<file path="config.mk">
export PLATFORM = sky130hd
export DESIGN_NAME = fb_port_arbiter
export DESIGN_NICKNAME = d
export VERILOG_FILES = /design/src/rtl/fb_port_arbiter.sv
export SDC_FILE = /design/constraint.sdc
export NUM_CORES = 1
export LEC_CHECK = 0
export CORE_MARGIN = 5
export CORE_UTILIZATION = 55
export CTS_BUF_LIST = sky130_fd_sc_hd__clkbuf_4
export DETAILED_ROUTE_END_ITERATION = 8
export GPL_ROUTABILITY_DRIVEN = 0
export PLACE_DENSITY = 0.8
export RECOVER_POWER = 25
export SYNTH_ARGS = -nofsm -noshare
export SYNTH_HDL_FRONTEND = slang
export SYNTH_SLANG_ARGS = --single-unit
</file>
<file path="constraint.sdc">
create_clock -name clk24 -period 11.6 [get_ports clk24]
set_input_delay 2.32 -clock clk24 [delete_from_list [all_inputs] [get_ports clk24]]
set_output_delay 2.32 -clock clk24 [all_outputs]
set_load 0.01 [all_outputs]
</file>
<file path="src/rtl/fb_port_arbiter.sv">
// Frame-buffer port arbiter: a non-stallable write stream buffered in a small FIFO shares one RAM port with display reads.
// Optional statistics (drop_cnt, peak_level, stats_clr) are built when FB_ARB_STATS_EN is defined.
module fb_port_arbiter #(
  parameter int unsigned ADDR_W    = 20,
  parameter int unsigned DATA_W    = 48,
  parameter int unsigned WF_DEPTH  = 4,
  parameter int unsigned WR_STARVE = 8,
  parameter int unsigned RD_LAT    = 1
) (
  input  logic                       clk24,
  input  logic                       rst,
  input  logic                       wr_en,
  input  logic [ADDR_W-1:0]          wr_addr,
  input  logic [DATA_W-1:0]          wr_data,
  output logic                       wr_ovf,
  output logic [$clog2(WF_DEPTH):0]  wr_level,
  input  logic                       rd_req,
  input  logic [ADDR_W-1:0]          rd_addr,
  output logic                       rd_ack,
  output logic                       rd_valid,
  output logic [DATA_W-1:0]          rd_data,
  output logic                       mem_en,
  output logic                       mem_we,
  output logic [ADDR_W-1:0]          mem_addr,
  output logic [DATA_W-1:0]          mem_wdata,
  input  logic [DATA_W-1:0]          mem_rdata
`ifdef FB_ARB_STATS_EN
  ,
  input  logic                       stats_clr,
  output logic [15:0]                drop_cnt,
  output logic [$clog2(WF_DEPTH):0]  peak_level
`endif
);

  localparam int unsigned PTR_W = $clog2(WF_DEPTH);
  localparam int unsigned LVL_W = PTR_W + 1;

  typedef enum logic [1:0] {GRANT_IDLE, GRANT_WR, GRANT_RD} grant_t;

  grant_t             grant;
  logic [ADDR_W-1:0]  fifo_addr [WF_DEPTH];
  logic [DATA_W-1:0]  fifo_data [WF_DEPTH];
  logic [PTR_W-1:0]   wr_ptr;
  logic [PTR_W-1:0]   rd_ptr;
  logic [LVL_W-1:0]   level;
  logic [LVL_W-1:0]   level_nxt;
  logic [7:0]         streak;
  logic               fifo_empty;
  logic               fifo_full;
  logic               push;
  logic               pop;
  logic               drop;
  logic [RD_LAT-1:0]  rd_pipe;

  assign fifo_empty = (level == '0);
  assign fifo_full  = (level == LVL_W'(WF_DEPTH));

  always_comb begin
    grant = GRANT_IDLE;
    if (!rst) begin
      if (!fifo_empty && (!rd_req || streak == 8'(WR_STARVE) || fifo_full))
        grant = GRANT_WR;
      else if (rd_req)
        grant = GRANT_RD;
    end
  end

  // A full FIFO always takes the slot, so a push at full normally pairs with a pop.
  assign rd_ack    = (grant == GRANT_RD);
  assign pop       = (grant == GRANT_WR);
  assign push      = wr_en && (!fifo_full || pop);
  assign drop      = wr_en && !push;
  assign level_nxt = level + LVL_W'(push) - LVL_W'(pop);
  assign wr_level  = level;

  always_ff @(posedge clk24) begin
    if (push) begin
      fifo_addr[wr_ptr] <= wr_addr;
      fifo_data[wr_ptr] <= wr_data;
    end
  end

  always_ff @(posedge clk24) begin
    if (rst) begin
      wr_ptr <= '0;
      rd_ptr <= '0;
      level  <= '0;
      wr_ovf <= 1'b0;
    end else begin
      if (push) wr_ptr <= wr_ptr + 1'b1;
      if (pop)  rd_ptr <= rd_ptr + 1'b1;
      level  <= level_nxt;
      wr_ovf <= drop;
    end
  end

  always_ff @(posedge clk24) begin
    if (rst || fifo_empty || pop)
      streak <= '0;
    else if (grant == GRANT_RD && streak != 8'(WR_STARVE))
      streak <= streak + 8'd1;
  end

  always_ff @(posedge clk24) begin
    if (rst) begin
      mem_en    <= 1'b0;
      mem_we    <= 1'b0;
      mem_addr  <= '0;
      mem_wdata <= '0;
    end else begin
      unique case (grant)
        GRANT_WR: begin
          mem_en    <= 1'b1;
          mem_we    <= 1'b1;
          mem_addr  <= fifo_addr[rd_ptr];
          mem_wdata <= fifo_data[rd_ptr];
        end
        GRANT_RD: begin
          mem_en   <= 1'b1;
          mem_we   <= 1'b0;
          mem_addr <= rd_addr;
        end
        default: begin
          mem_en <= 1'b0;
          mem_we <= 1'b0;
        end
      endcase
    end
  end

  // rd_pipe[k] marks a read whose RAM data arrives k+1 cycles after its mem_en cycle.
  always_ff @(posedge clk24) begin
    if (rst) begin
      rd_pipe  <= '0;
      rd_valid <= 1'b0;
      rd_data  <= '0;
    end else begin
      rd_pipe[0] <= mem_en && !mem_we;
      for (int unsigned i = 1; i < RD_LAT; i++)
        rd_pipe[i] <= rd_pipe[i-1];
      rd_valid <= rd_pipe[RD_LAT-1];
      if (rd_pipe[RD_LAT-1])
        rd_data <= mem_rdata;
    end
  end

`ifdef FB_ARB_STATS_EN
  always_ff @(posedge clk24) begin
    if (rst || stats_clr) begin
      drop_cnt   <= '0;
      peak_level <= '0;
    end else begin
      if (drop && drop_cnt != 16'hFFFF)
        drop_cnt <= drop_cnt + 16'd1;
      if (level_nxt > peak_level)
        peak_level <= level_nxt;
    end
  end
`endif

endmodule

</file>
==> results_dict.tcl, run 1 <==
set metrics [dict create \
    worstReg2RegEnd "fifo_data[3][30]" \
    critPathLaunchType "input port" \
    r2r_setup_slack_ps 7490 \
    die_x_um 176 \
    rows 61 \
    synth_area_um2 15200 \
    htreeDepth 3 \
    max_freq_mhz 139 \
    first_iter_violations 482 \
    peakVddDrop_v 0.000122 \
    wl_met1_um 12500 \
    final_antenna_net_count 0 \
    post-synth-top-count-cell "edfxtp_1" \
    yosys.area.top_type_share 0.537 \
    cts_tree "done" \
    wl_per_cell_um 18.2 \
    ys_async_sr_fraction 0 \
    cts.sinks 410 \
    critPathKind "input port to output pin" \
    fill_cells 1837 \
    worstSkewPairLatency_ps 690 \
    p_leak_uw 0.00654 \
    final_hold_viol_count 0 \
    cts_inserted_buffers 100 \
    die_y_um 176 \
    worstSetupStartpoint "rst" \
    io_pins 264 \
    crit_required_ps 9280 \
    synth_seq_area_share 0.718 \
    netlist_top_cells_area "edfxtp_1 54%, dfxtp_1 18%, mux2i_1 9.1%" \
    drive_gt1_frac 0.190 \
    cts_setup_buffers 0 \
    p_per_area_nw_per_um2 201 \
    synth_edf_count 272 \
    port_buffers 263 \
    grt_pass1_vias 9347 \
    worst_slew_pin_slew_ps 1190 \
    hp-class "register to register" \
    slew_violations 0 \
    cts_buffer_depth 3 \
    routed.top_layer "met5" \
    synth_top_area_cell "edfxtp_1" \
    drc_errors 0 \
    die_area_um2 31100 \
    synth_nets 1071 \
    finalSetupViolCount 0 \
    multiInputGateArea_um2 3950 \
    r2r_start "streak[0]" \
    finalCritPeriodShare 0.619 \
    clkTransAtPathRegs_ps 60 \
    fin_cells 1703 \
    synth_cells 920 \
    ff_latch_area_um2 10900 \
    dr_wl_met3_um 2160 \
    grt_pass1_wl_um 48500 \
    rsz0062_at_grt "no" \
    vias 8875 \
    syn_avg_cell_area_um2 16.5 \
    cp_data_arrival_time_ps 4860 \
    drt_first_pass_iters 5 \
    grt_max_degree 111 \
    grtUsageTotal 0.198 \
    cp_max_fo 29 \
    setup_tns_ps 0 \
    cts_hold_buf 0 \
    cts-root-buf "clkbuf_4" \
    end_kind "output pin" \
    synthTopCellsByCount "272 x edfxtp_1, 138 x dfxtp_1, 138 x mux2i_1, 107 x nor2_1, 48 x mux4_2" \
    cts_resized 0 \
    wl_met2_um 15700 \
    yosysWarnings 0 \
    dpl.cell_count 1512 \
    core_area_um2 27600 \
    outcome "complete, no violations" \
    antenna_found_initial 4 \
    finalCriticalPeriod_ps 7180 \
    synth.distinct_cells 40 \
    maxSlewHeadroom 0.209 \
    dp_hpwl_um 19000 \
    worst-r2r-cell-count 8 \
    start_util 0.553 \
    critPathCapture "rd_ack" \
    totalWireLength_um 31000 \
    globalRouteOverflowTotal 0 \
    synth_seq_cells 410 \
    skew_ps 47.1 \
    synth_ff_type "edfxtp_1" \
    syn_to_final_growth_pct 27.6 \
    cap_viol_max_count 0 \
    num-nets-final 1387 \
    vias_per_cell 5.21 \
]
==> state kept, by name, summed over array words and instances, names as in the netlist, named ones only <==
signal / cells
streak: 8
rd_ptr: 2
mem_wdata: 48
fifo_addr: 80
wr_ovf: 1
fifo_data: 192
wr_ptr: 2
rd_valid: 1
mem_en: 1
wr_level: 3
mem_we: 1
rd_pipe: 1
mem_addr: 20
rd_data: 48
==> kinds of logic (layout without fill, tap and decap cells) <==
family | count (synthesis) | in the layout | share of synthesized area
AOI/OAI and AO/OA | 77 | 77 | 0.0352
DFF | 410 | 410 | 0.718
muxes | 186 | 186 | 0.162
adders and majority gates | 11 | 11 | 0.00953
and+or+nand+nor | 166 | 166 | 0.0473
other | 0 | 2 | 0
xor gates and xnor gates | 6 | 6 | 0.00345
buffers and inverters | 64 | 467 | 0.0248
==> worst min path at each step <==
stage | slack, ps | cells after the start | start | end
floorplan | 460 | 2 | streak[7] | streak[7]
global placement | 400 | 1 | mem_we | rd_pipe
detailed placement | 410 | 1 | mem_we | rd_pipe
CTS | 440 | 1 | mem_we | rd_pipe
global route | 450 | 1 | mem_we | rd_pipe
finish | 430 | 1 | mem_we | rd_pipe
==> per-stage QoR <==
| step | hold slack [ps] | utilization | setup WS [ps] | area [um2] | power, uW |
|---|---|---|---|---|---|
| final | 425 | 0.705 | 4420 | 19400 | 3910 |
| after global routing | 454 | 0.705 | 4220 | 19400 | 4140 |
| after CTS | 444 | 0.705 | 4410 | 19400 | 3970 |
| after detailed placement | 412 | 0.655 | 4420 | 18100 | 2760 |
| after global placement | 403 | 0.655 | 4510 | 18100 | 2730 |
| after floorplan | 458 | - | 6270 | 15200 | 2420 |
==> worst max-delay path: stages <==
cell and delay (ps):
buf_4 130, inv_1 580, o2111a_1 330, ha_1 790
clkdlybuf4s50_1 700
==> cells in the final DEF (no fill, tap or decap), types with 5 or more instances in the layout <==
cell type | Yosys | routed
dlygate4sd3_1 | 0 | 58
nor2_1 | 107 | 107
edfxtp_1 | 272 | 272
clkbuf_4 | 0 | 161
nand2_1 | 26 | 26
nand3_1 | 8 | 8
ha_1 | 10 | 9
mux4_2 | 48 | 48
clkinv_1 | 0 | 22
buf_4 | 7 | 5
dfxtp_1 | 138 | 134
o221a_2 | 18 | 18
a21oi_1 | 6 | 6
o21ai_0 | 42 | 42
clkdlybuf4s50_1 | 0 | 204
mux2i_1 | 138 | 138
inv_1 | 11 | 11
==> metal layers <==
layer,vias to the layer above,global-route usage
met5,-,0
li1,4193,-
met4,4,0.0774
met1,4303,0.246
met3,50,0.0501
met2,325,0.337
==> power breakdown <==
group | total (uW) | switching (uW) | internal [uW]
Sequential | 1870 | 117 | 1750
Clock | 1190 | 541 | 653
Combinational | 850 | 400 | 450
Total | 3910 | 1060 | 2850
==> final cells by class <==
type | instances | area share
tap | 378 | 0.0244
clock inverter | 28 | 0.00760
multi-input combinational | 446 | 0.203
sequential | 410 | 0.563
timing repair buffer | 267 | 0.137
antenna | 2 | 0.000258
inverter | 11 | 0.00213
clock buffer | 161 | 0.0622
No activity file was read; power rests on OpenSTA's default activity.
==> run 2: changes to the inputs <==
clock period = 7.5 ns   (was 11.6 ns; I/O delays follow)
==> results_dict.tcl, run 2 (synthesized netlist as in run 1, its figures left out) <==
set metrics [dict create \
    outcome "complete, no violations" \
    peakVddDrop_v 0.000184 \
    power_uw 6070 \
    worst-r2r-cell-count 8 \
    vias_per_cell 5.23 \
    p_leak_uw 0.00653 \
    crit_required_ps 6000 \
    setup_tns_ps 0 \
    io_pins 264 \
    cts_buffer_depth 3 \
    cp_common_cell "buf_4" \
    place_area_um2 18100 \
    grt_max_degree 113 \
    skew_ps 73.1 \
    drc_errors 0 \
    rows 61 \
    holdWs_ps 408 \
    core_area_um2 27600 \
    drive_gt1_frac 0.183 \
    cts_hold_buf 0 \
    grtUsageTotal 0.200 \
    stdcell_area_um2 19400 \
    rsz0062_at_grt "no" \
    cp_data_arrival_time_ps 4390 \
    antenna_found_initial 3 \
    cp_slowest_cell "buf_4" \
    worstReg2RegEnd "fifo_data[3][44]" \
    grt_pass1_wl_um 48700 \
    die_y_um 176 \
    final_antenna_net_count 0 \
    critPathLaunchType "input port" \
    cap_viol_max_count 0 \
    max_freq_mhz 170 \
    die_x_um 176 \
    wl_per_cell_um 18.6 \
    hp-class "register to register" \
    cts-root-buf "clkbuf_4" \
    globalRouteOverflowTotal 0 \
    start_util 0.553 \
    r2r_start "streak[0]" \
    die_area_um2 31100 \
    cpPeakStageDelay_ps 830 \
    final_hold_viol_count 0 \
    vias 8895 \
    crit_buf_inv 4 \
    critPathCapture "rd_ack" \
    slew_violations 0 \
    dp_hpwl_um 19200 \
    clkTransAtPathRegs_ps 60 \
    finalCritPeriodShare 0.785 \
    drt_first_pass_iters 5 \
    layout_commonest_cell "edfxtp_1" \
    critPathKind "input port to output pin" \
    cp_max_fo 112 \
    num-nets-final 1386 \
    worstSkewPairLatency_ps 720 \
    worst_slew_pin_slew_ps 1190 \
    first_iter_violations 428 \
    port_buffers 263 \
    cts_tree "done" \
    totalWireLength_um 31500 \
    layout_common_cells "272 x edfxtp_1, 208 x clkdlybuf4s50_1, 147 x clkbuf_4" \
    htreeDepth 3 \
    cp_top_family "buffers and inverters" \
    cp.depth 6 \
    top_register "fifo_data" \
    crit_chain "buf_4, inv_1, o2111a_1, ha_1, buf_4, clkdlybuf4s50_1" \
    p_per_area_nw_per_um2 313 \
    cts_setup_buffers 0 \
    worstSetupStartpoint "rst" \
    cts.sinks 410 \
    syn_to_final_growth_pct 27.6 \
    r2r_setup_slack_ps 3340 \
    maxSlewHeadroom 0.205 \
    reg_top3 "fifo_data: 192 flops, fifo_addr: 80 flops" \
    cts_inserted_buffers 99 \
    cts_resized 0 \
    finalCriticalPeriod_ps 5890 \
    grt_pass1_vias 9384 \
    largest_reg_flops 192 \
    end_kind "output pin" \
    finalSetupViolCount 0 \
]
## run 2: cell count changes in the layout (fill, tap and decap cells not counted), moves of 2 or more
| cell | delta |
|---|---|
| clkinv_4 | +2 |
| clkdlybuf4s50_1 | +4 |
| dlygate4sd3_1 | -4 |
| clkinv_2 | +2 |
| clkbuf_4 | -14 |
| bufinv_16 | +2 |
| clkinv_1 | +7 |
## run 2: how the worst min path moves through the flow
stage / slack [ps] / depth (start not counted) / startpoint / end
floorplan: 460 / 2 / streak[7] / streak[7]
global placement: 400 / 1 / mem_we / rd_pipe
detailed placement: 410 / 1 / mem_we / rd_pipe
CTS: 410 / 1 / mem_we / rd_pipe
global route: 430 / 1 / mem_we / rd_pipe
finish: 410 / 1 / mem_we / rd_pipe
## run 2: power breakdown
group          leakage, uW  internal, uW  switching (uW)
Sequential         0.00362          2710             197
Combinational      0.00211           694             605
Clock             0.000797          1010             854
## run 2: metrics by stage
stage,util,std cells,setup slack (ps)
CTS,0.705,1699,1610
floorplan,-,920,3000
finish,0.705,1700,1610
global placement,0.655,1512,1460
detailed placement,0.655,1512,1420
global route,0.705,1700,1380
## run 2: routing by layer
layer | track usage | wire [um] | vias to the layer above
li1 | - | - | 4188
met5 | 0 | 7 | -
met4 | 0.0716 | 618 | 2
met2 | 0.347 | 16000 | 297
met1 | 0.244 | 12800 | 4363
met3 | 0.0501 | 2150 | 45
## run 2: final cells by class
class                      count  area, um2
fill                        1858       8130
multi-input combinational    446       3950
clock buffer                 147       1100
sequential                   410      10900
tap                          378        473
timing repair buffer         267       2660
antenna                        1       2.50
clock inverter                40        254
inverter                      11       41.3
==> run 3: changes to the inputs <==
clock period = 5.9 ns   (was 7.5 ns; I/O delays follow)
==> results_dict.tcl, run 3 (synthesized netlist as in run 1, its figures left out) <==
set metrics [dict create \
    outcome "complete, no violations" \
    cpPeakStageDelay_ps 850 \
    rsz0062_at_grt "no" \
    hp-class "register to register" \
    crit_chain "buf_4, buf_4, a311o_1, ha_1, clkdlybuf4s50_1" \
    max_freq_mhz 232 \
    top_register "fifo_data" \
    min_from "mem_we" \
    grt_pass1_wl_um 49300 \
    cap_viol_max_count 0 \
    cts_resized 0 \
    globalRouteOverflowTotal 0 \
    vias 8995 \
    cp_data_arrival_time_ps 3130 \
    finalCritPeriodShare 0.731 \
    dp_hpwl_um 19400 \
    rows 61 \
    maxSlewHeadroom 0.227 \
    fin_ws_ps 1590 \
    first_iter_violations 497 \
    grt_max_degree 111 \
    die_x_um 176 \
    critPathLaunchType "input port" \
    finalCriticalPeriod_ps 4310 \
    grtUsageTotal 0.201 \
    vias_per_cell 5.28 \
    skew_ps 66.9 \
    io_pins 264 \
    preCtsSetupSlack_ps 1510 \
    worstSkewPairLatency_ps 720 \
    die_area_um2 31100 \
    cts-root-buf "clkbuf_4" \
    cts_buffer_depth 3 \
    cp_slowest_cell "buf_4" \
    final_hold_viol_count 0 \
    start_util 0.553 \
    p_leak_uw 0.00652 \
    p_per_area_nw_per_um2 394 \
    holdWs_ps 417 \
    drive_gt1_frac 0.189 \
    final_antenna_net_count 0 \
    cts_setup_buffers 0 \
    swShare 0.275 \
    cp_max_fo 110 \
    cts_tree "done" \
    critPathKind "input port to output pin" \
    power_frac_comb 0.218 \
    layout_commonest_cell "edfxtp_1" \
    cts_hold_buf 0 \
    end_kind "output pin" \
    clkTransAtPathRegs_ps 60 \
    p_switching_uw 2100 \
    layout_common_cells "272 x edfxtp_1, 204 x clkdlybuf4s50_1, 156 x clkbuf_4" \
    antenna_found_initial 8 \
    port_buffers 263 \
    crit_required_ps 4720 \
    drt_first_pass_iters 4 \
    setup_tns_ps 0 \
    die_y_um 176 \
    worst_slew_pin_slew_ps 1160 \
    r2r_start "streak[0]" \
    fin_cells 1704 \
    htreeDepth 3 \
    largest_reg_flops 192 \
    peakVddDrop_v 0.000220 \
    drc_errors 0 \
    totalWireLength_um 31300 \
    cts.sinks 410 \
    slew_violations 0 \
    syn_to_final_growth_pct 27.4 \
    reg_top3 "fifo_data: 192 flops, fifo_addr: 80 flops" \
    p_clk_frac 0.300 \
    finalSetupViolCount 0 \
    power_frac_seq 0.482 \
    worstSetupStartpoint "rst" \
    grt_pass1_vias 9547 \
    num-nets-final 1389 \
    cts_inserted_buffers 100 \
    internal-power_uw 5530 \
    core_area_um2 27600 \
    cp_common_cell "buf_4" \
    dpl.cell_count 1514 \
    wl_per_cell_um 18.4 \
]
==> run 3: cell count changes in the layout (fill, tap and decap cells not counted), moves of 2 or more <==
cell and change:
clkbuf_4 +9, clkinv_1 -5, clkdlybuf4s50_1 -4, inv_2 +2
buf_4 +2, bufinv_16 -3, dlygate4sd3_1 +4, clkinv_4 -2
==> run 3: layout make-up <==
type	count	area, um2
flip-flops and latches	410	10900
repair buffers	269	2680
clock inverters	32	138
diodes	2	5.00
fillers	1892	8160
clock buffers	156	1170
inverters	11	41.3
well taps	378	473
multi-input cells	446	3950
==> run 3: routing by layer <==
| layer | global-route usage | share of wire | wire (um) | up-vias |
|---|---|---|---|---|
| li1 | - | - | - | 4206 |
| met1 | 0.243 | 0.39 | 12400 | 4366 |
| met2 | 0.343 | 0.50 | 15800 | 342 |
| met3 | 0.0604 | 0.077 | 2400 | 73 |
| met4 | 0.0741 | 0.023 | 733 | 8 |
| met5 | 0 | 0.0017 | 53 | - |
==> run 3: critical path: cells and delay by family <==
kind                     cells  cell delay (ps)
adder cells (fa/ha/maj)      1              200
buffers and inverters        3             1510
AO/OA/AOI/OAI                1              230
==> run 3: through the flow <==
step	instance area [um2]	util	total power, uW
finish	19400	0.704	7630
detailed placement	18100	0.656	5430
CTS	19400	0.704	7740
floorplan	15200	-	4770
global placement	18100	0.656	5380
global route	19400	0.704	8050
==> run 3: path summary, 6_finish.rpt <==
kind	to	slack, ps	cells after the start
worst min-delay path	rd_pipe	420	1
worst min register to register	rd_pipe	420	1
worst max-delay path	rd_ack	1590	5
worst max register to register	wr_level[1]	2040	12
==> run 3: power groups by stage <==
stage | clock (uW) | sequential (uW) | combinational, uW
2_1_floorplan | 0 | 3700 | 1060
3_3_place_gp | 0 | 3740 | 1640
3_5_place_dp | 0 | 3750 | 1680
4_1_cts | 2360 | 3690 | 1690
5_1_grt | 2530 | 3730 | 1800
6_report | 2290 | 3680 | 1660
